<file path="src/rtl/gaussian_frame_ctrl.sv">
// gaussian_frame_ctrl: gaussian filter frame sequencer (clear, admit W*H pixels, count outputs, pulse done); GFC_TIMEOUT_EN adds a drain watchdog
module gaussian_frame_ctrl #(
  parameter int IMAGE_WIDTH    = 640,
  parameter int IMAGE_HEIGHT   = 480,
  parameter int TIMEOUT_CYCLES = 4096
) (
  input  logic        clk,
  input  logic        rst,
  input  logic        start,
  output logic        busy,
  output logic        done,
  output logic        err,
  input  logic        src_valid,
  output logic        src_ready,
  output logic        flt_in_valid,
  input  logic        flt_in_ready,
  input  logic        flt_out_valid,
  input  logic        flt_out_ready,
  output logic        flt_clear,
  output logic [15:0] frame_cnt
);
  localparam int N_IN  = IMAGE_WIDTH * IMAGE_HEIGHT;
  localparam int N_OUT = (IMAGE_WIDTH - 2) * (IMAGE_HEIGHT - 2);
  localparam int IW    = N_IN > 1 ? $clog2(N_IN) : 1;
  localparam int OW    = N_OUT > 1 ? $clog2(N_OUT) : 1;

  typedef enum logic [2:0] {IDLE, CLEAR, STREAM, DRAIN, DONE} state_t;

  state_t        state, state_nxt;
  logic [IW-1:0] in_cnt;
  logic [OW-1:0] out_cnt;
  logic          in_done, out_done;
  logic          in_hs, out_hs, in_last, out_last, out_fin, timeout;

  assign in_hs        = state == STREAM && src_valid && flt_in_ready;
  assign out_hs       = (state == STREAM || state == DRAIN) && !out_done && flt_out_valid && flt_out_ready;
  assign in_last      = in_hs && in_cnt == IW'(N_IN - 1);
  assign out_last     = out_hs && out_cnt == OW'(N_OUT - 1);
  assign out_fin      = out_done || out_last;
  assign busy         = state != IDLE;
  assign done         = state == DONE;
  assign flt_clear    = state == CLEAR;
  assign src_ready    = state == STREAM && flt_in_ready;
  assign flt_in_valid = state == STREAM && src_valid;

`ifdef GFC_TIMEOUT_EN
  localparam int SW = $clog2(TIMEOUT_CYCLES + 1);
  logic [SW-1:0] stall;
  logic          abort;
  assign timeout = state == DRAIN && !out_hs && stall == SW'(TIMEOUT_CYCLES - 1);
  assign err     = state == DONE && abort;
  // drain stall counter and a flag marking the coming DONE as a watchdog abort
  always_ff @(posedge clk or negedge rst) begin
    if (!rst) begin
      stall <= '0;
      abort <= 1'b0;
    end else begin
      stall <= (state == DRAIN && !out_hs) ? stall + SW'(1) : '0;
      abort <= timeout;
    end
  end
`else
  assign timeout = 1'b0;
  assign err     = 1'b0;
`endif

  // state register
  always_ff @(posedge clk or negedge rst) begin
    if (!rst) state <= IDLE;
    else      state <= state_nxt;
  end

  // next state; DONE is reached as soon as both sides finish, even in the same cycle
  always_comb begin
    state_nxt = state;
    case (state)
      IDLE:    state_nxt = start ? CLEAR : IDLE;
      CLEAR:   state_nxt = STREAM;
      STREAM:  state_nxt = in_last ? (out_fin ? DONE : DRAIN) : STREAM;
      DRAIN:   state_nxt = ((in_done && out_fin) || timeout) ? DONE : DRAIN;
      default: state_nxt = IDLE;
    endcase
  end

  // pixel counters, completion flags and the completed-frame counter
  always_ff @(posedge clk or negedge rst) begin
    if (!rst) begin
      in_cnt    <= '0;
      out_cnt   <= '0;
      in_done   <= 1'b0;
      out_done  <= 1'b0;
      frame_cnt <= '0;
    end else begin
      if (state == IDLE && start) begin
        in_cnt  <= '0;
        out_cnt <= '0;
      end else begin
        if (in_hs)  in_cnt  <= in_cnt + IW'(1);
        if (out_hs) out_cnt <= out_cnt + OW'(1);
      end
      if (state == CLEAR) begin
        in_done  <= 1'b0;
        out_done <= 1'b0;
      end else begin
        if (in_last)  in_done  <= 1'b1;
        if (out_last) out_done <= 1'b1;
      end
      if (state == DONE && !err) frame_cnt <= frame_cnt + 16'd1;
    end
  end
endmodule
</file>
<file path="config.mk">
export PLATFORM = sky130hd
export DESIGN_NAME = gaussian_frame_ctrl
export DESIGN_NICKNAME = d
export VERILOG_FILES = /design/src/rtl/gaussian_frame_ctrl.sv
export SDC_FILE = /design/constraint.sdc
export NUM_CORES = 1
export LEC_CHECK = 0
export CORE_MARGIN = 4
export CORE_UTILIZATION = 57
export DETAILED_ROUTE_END_ITERATION = 12
export GPL_TIMING_DRIVEN = 0
export PLACE_DENSITY = 0.8
export SLEW_MARGIN = 20
export SYNTH_ARGS = -nofsm -noshare
export SYNTH_HDL_FRONTEND = slang
export SYNTH_SLANG_ARGS = --single-unit
</file>
<file path="constraint.sdc">
create_clock -name clk -period 1.95 [get_ports clk]
set_input_delay 0.39 -clock clk [delete_from_list [all_inputs] [get_ports clk]]
set_output_delay 0.39 -clock clk [all_outputs]
set_load 0.01 [all_outputs]
</file>
## Word-level counts from Yosys, hierarchy flattened

Cells that the tools add are included.

- Add/sub/neg operators: 3
- Eq/ne operators: 6
- Multiplexer cells: 13
- Reduce and logical (&&, ||, !) cells: 19

Operators with widths:

| kind | count |
|---|---|
| 19-bit two-way mux | 4 |
| 19-bit by 1-bit adder with 19-bit output, second input constant | 2 |
| 19-bit == test, second input constant | 2 |
| 16-bit by 1-bit adder with 16-bit output, second input constant | 1 |
| 3-bit one-hot mux with 4 select lines | 1 |
| 1-bit logical AND | 10 |
| 3-bit two-way mux | 3 |
| 2-bit nonzero test | 4 |
| 3-bit by 2-bit == test with 1-bit output, second input constant | 2 |
| 1-bit two-way mux | 5 |
| 3-bit by 1-bit == test with 1-bit output, second input constant | 1 |
| 3-bit == test, second input constant | 1 |
| 3-bit zero test | 1 |
| 3-bit nonzero test | 1 |
| 1-bit logical OR | 2 |
| 1-bit zero test | 1 |

- Bits in registers: 59
- Input bits: 7
- Output and inout port bits: 22

## Longest topological paths before layout

- Word-level depth: 10
- Gate-level depth with buffers: 6
- Mapped depth without buffers: 6

## Worst setup path before layout

No wires, ideal clock.

- Path kind: reg-to-reg
- Start: register out_cnt[5]
- End: register state[0]
- Library setup time: 0.124 ns
- Data arrival time: 1.677 ns
- Data required time: 1.826 ns
- Setup slack: 0.149 ns
- Cell stages (with the launch flop): 6
- Path buffers: 0
- Clock period less this slack: 1.801 ns
- Path through: dfrtp_1 > or4b_4 > nor4_4 > a41oi_2 > o211a_1 > a211o_1

- Cells in the longest elaborated chain, start to end: 6
- Elaborated cells on any way between the ends: 8
- Those cells by class: eq/ne (1); mux (4); reduce/logical (3)

RTL lines:

| item | line | text |
|---|---|---|
| from (decl) | 31 | `logic [OW-1:0] out_cnt;` |
| from (signal assigned) | 99 | `if (out_hs) out_cnt <= out_cnt + OW'(1);` |
| 19-bit == test (*) | 38 | `assign out_last = out_hs && out_cnt == OW'(N_OUT - 1);` |
| 1-bit logical AND (*) | 38 |  |
| 1-bit logical OR (*) | 39 | `assign out_fin = out_done \|\| out_last;` |
| 3-bit two-way mux or 1-bit logical AND (tied branches) | 79, 80 |  |
| 3-bit two-way mux, on equally long branches | 79, 80 |  |
| 3-bit one-hot mux with 4 select lines (*) | 76 | `case (state)` |
| net state_nxt[0] | 29 | `state_t state, state_nxt;` |
| to (signal assigned) | 70 | `else state <= state_nxt;` |
| to (decl) | 29 |  |

The timed path passes the listed nets; every way through them passes the cells marked *.
A chain may end at the register's enable or synchronous reset.

## Final worst setup path

- Start: register out_cnt[4]
- End: register state[0]

The elaborated chain is that of the path after synthesis.

==> results.md <==
Synth:
- The unique cell type count in the Yosys netlist is 41.
- The share of the Yosys chip area taken by registers is 0.502.
- By count the netlist is led by sky130_fd_sc_hd__dfrtp_1 (59), sky130_fd_sc_hd__nor2_1 (39), sky130_fd_sc_hd__xnor2_1 (31).
- The cell with the most instances after synthesis is sky130_fd_sc_hd__dfrtp_1.
- The post-synthesis sequential element count is 59.
- The number of nets in the synthesized netlist is slightly above 300.
- In this run, synthesis inferred 0 flip-flops with an integrated enable.
- The proportion of register bits with asynchronous set or reset after synthesis is 1.00.
- The Yosys step of the flow raised 0 warnings.
- The post-synthesis instance area is 2940 um2.
- The share of cell area taken by muxes after synthesis is 0.0140.
- The share of synthesized cell area in full adder, half adder and majority cells is 0.0128.
- The average instance in the mapped netlist occupies about 10 um2.
- The post-synthesis cell type with the largest combined area is sky130_fd_sc_hd__dfrtp_1.
- Of the post-synthesis cell area, the dominant cell type holds 0.502.
- Of the total synthesized cell area, the portion taken by AND, OR, NAND and NOR gates is 0.272.
- The post-synthesis share of cell area spent on xor and xnor gates is 0.122.
- The combinational family with the most area after synthesis is simple AND/OR/NAND/NOR gates.
- By area the synthesized netlist is led by sky130_fd_sc_hd__dfrtp_1 (50%), sky130_fd_sc_hd__xnor2_1 (9.2%), sky130_fd_sc_hd__nor2_1 (5.0%).
- The cell count after synthesis is 295.
- The fraction of the mapped netlist area in compound gates is 0.0476.
- For this run, the leading register cell type out of synthesis is sky130_fd_sc_hd__dfrtp_1.

Detailed routing:
- Detailed routing placed a total of 2830 um of wire on met2.
- The number of design-rule violations left by the first detailed-router iteration is between 200 and 250.
- The first detailed-routing pass took 4 iterations.
- After detailed routing, the number of vias per cell comes to 5.51.
- After detailed routing, the met3 layer carries 309 um of wire.
- Dividing the detail-routed wire length by the instance count gives roughly 15 um.
- For this block, the routed nets add up to 6100 um of wire.
- The via total after detailed routing is 2294.
- In this run the remaining antenna-violating nets after routing total 0.
- The detailed-route wire length on metal 1 is 2870 um.
- The final routed DRC violation total is 0.
- The uppermost layer routed is met4.

Final layout:
- The post-layout net count is 354.
- The number of antenna diodes in the final layout is 0.
- The ratio of cells with drive above 1 in the final layout is 0.143.
- For this run, the share of the core covered by cells in the final layout is 0.755.
- The register cell area after layout is 1480 um2.
- The cell area after layout is approximately 3700 um2.
- The area added between synthesis and finish is 24.4%.
- The layout has around 340 filler cells.
- The area taken by multi-input logic gates is 1430 um2.

Critical path:
- The critical path depth is 5.
- The standard cell with the maximum stage delay on the critical path is sky130_fd_sc_hd__or4b_4.
- The worst register-to-register path begins at out_cnt[4].
- The signal arrival time at the worst endpoint is between 2 and 2.5 ns.
- The start point of the critical path is out_cnt[4].
- Walking the worst path, the cells encountered are or4b_4, nor4_4, a41oi_2, o211a_1, a211o_1.
- In this run the register-to-register setup slack is 0.07 ns.
- The largest single stage delay on the critical path is 0.55 ns.
- In this run the critical register-to-register path is captured at state[0].
- The required time of the worst setup path is approximately 2.2 ns.
- The worst setup path is launched from a flop.
- Among cell families on the critical path, the largest total delay comes from simple AND/OR/NAND/NOR gates.
- The startpoint-to-endpoint class of the critical path is reg -> reg.
- STA classifies the critical path endpoint as a flop.
- In this run the worst setup path terminates at state[0].
- The combined buffer and inverter count along the critical path is 0.
- The logic depth of the worst register-to-register path is 5.
- Along the worst path, the maximum fanout reaches 5.

Run:
- Max-cap violations in this run came to 0.

Timing:
- The setup violation total in the final timing report is 0.
- The final count of pins violating max slew is 0.
- Across all hold checks on the routed design, the worst slack comes to 0.448 ns.
- The worst path needs between 1.5 and 2 ns of the cycle, external delays included.
- The number of hold-slack violations in the final timing report is 0.
- Between clock sinks in the finished design, the worst skew comes to 0.00799 ns.
- For this run, the top clock speed supported by timing is around 530 MHz.
- The final period utilization is 0.963.
- The total negative setup slack is 0 ns.
- Setup repair after global routing left no endpoint under its margin.

CTS:
- TritonCTS created 9 clock buffers.
- CTS built an H-tree with a depth of 3.
- The root buffer selected by CTS is sky130_fd_sc_hd__clkbuf_8.
- TritonCTS built the clock tree.
- Clock-pin slew was measured on the worst setup and hold paths at roughly 0.070 ns.
- The clock network latency to the later pin of the worst-skew pair is 0.34 ns.
- The maximum buffer depth of the clock tree is 2.
- CTS saw 59 sinks.

Global routing:
- The first-pass GRT wire length is between 10000 and 15000 um.
- The number of global-route vias before repair is 2288.
- The initial antenna violation count was 0.
- For this run, the total global-route usage over all layers was measured as 0.222.
- The total overflow left after global routing is 0.
- The largest net degree at the start of global routing is 44.

Worst hold path:
- In this run the worst hold path is classified as in -> async.

Pwr:
- The power per standard cell area is around 820 nW/um2.
- The worst-case IR drop observed on VDD is 679 uV.
- The static leakage is 1.60 nW.
- The overall power of the completed layout is 3.00 mW.

Die:
- The initial utilization of the core area, before any placement, comes to 0.607.
- In this run the standard cell core region covers 4850 um2.
- The floorplan die width is 79.8 um.
- The die extent in y is 79.8 um.
- The number of placement rows is 25.
- The top-level I/O count is 29.
- The die outline area is 6370 um2.

Placed design:
- At the end of routability-driven placement, the weighted congestion stood at just under 0.8.
- Summed over all nets, the half-perimeter wirelength after detailed placement is between 4000 and 5000 um.
- During placement, the flow inserted port buffers numbering 27.
- After detailed placement, the total cell area comes to 3310 um2.

Run status:
- The flow ran to the end, and the final reports show no timing, DRC or antenna violations.
[state kept, by name, indices dropped and copies added (netlist names)]
register   cells
state          3
out_cnt       19
in_cnt        19
frame_cnt     16
in_done        1
out_done       1
[power breakdown]
| group | internal, mW | switching, mW | leakage (nW) |
|---|---|---|---|
| Clock | 0.690 | 0.488 | 0.108 |
| Sequential | 1.34 | 0.126 | 0.784 |
| Combinational | 0.164 | 0.192 | 0.711 |
[per-stage QoR]
stage | std cells | worst slack [ns]
after floorplan | 295 | 0.149
after global placement | 389 | -1.38
after detailed placement | 390 | -0.273
after CTS | 409 | 0.0259
after global routing | 416 | 0.00341
final | 416 | 0.0728
[area by class of cell]
cell class	instances	area share
Timing Repair Buffer	39	0.101
Multi-Input combinational cell	216	0.389
Tap cell	67	0.0229
Inverter	13	0.0133
Buffer	6	0.0113
Clock inverter	4	0.0130
Sequential cell	59	0.404
Clock buffer	12	0.0451
[cells by family (layout without fill, tap and decap cells)]
kind of cell | after synthesis | count (layout)
AOI/OAI and AO/OA | 24 | 24
xor gates and xnor gates | 41 | 41
adders and majority gates | 3 | 3
buffers and inverters | 20 | 74
DFF | 59 | 59
muxes | 4 | 4
other | 1 | 1
and+or+nand+nor | 143 | 143
[cell usage in the layout, fill, tap and decap left out, drive strengths merged, types with 4 or more instances in the layout]
master         synthesis  routed
xnor2                 31      31
clkdlybuf4s50          0      21
and3                   5       5
nand2                 20      20
or3                    9       9
nor2                  39      39
inv                   13      13
xor2                  10      10
nor3b                  6       6
buf                    4      16
o21ai                  9       9
a21oi                 12      12
nand3                 15      15
dfrtp                 59      59
nor4                   4       4
nand4                 11      11
nor3                  14      14
dlygate4sd2            0       5
clkbuf                 3      14
and4                   5       5
[routing by layer]
layer,global-route usage,up-vias
met2,0.331,61
met1,0.303,1111
li1,-,1112
met5,0,-
met4,0.0895,0
met3,0.0655,10
[what timing repair did]
item | in CTS | in global routing
hold endpoints to repair | 16 | 0
buffers inserted | 2 | 8
pin swaps | 4 | 5
resized for setup | 16 | 4
hold buffers | 1 | 0
endpoints found under the setup margin | 37 | 26
[worst min-delay path by stage]
stage / to / slack [ns] / from / depth (start not counted)
2_1_floorplan: frame_cnt[0] / 0.09 / rst / 0
3_3_place_gp: frame_cnt[15] / 0.46 / frame_cnt[15] / 1
3_5_place_dp: in_cnt[6] / 0.27 / rst / 1
4_1_cts: in_cnt[1] / 0.45 / rst / 2
5_1_grt: in_cnt[0] / 0.47 / rst / 2
6_report: in_cnt[1] / 0.45 / rst / 2
Power figures use the tool's default switching activity.
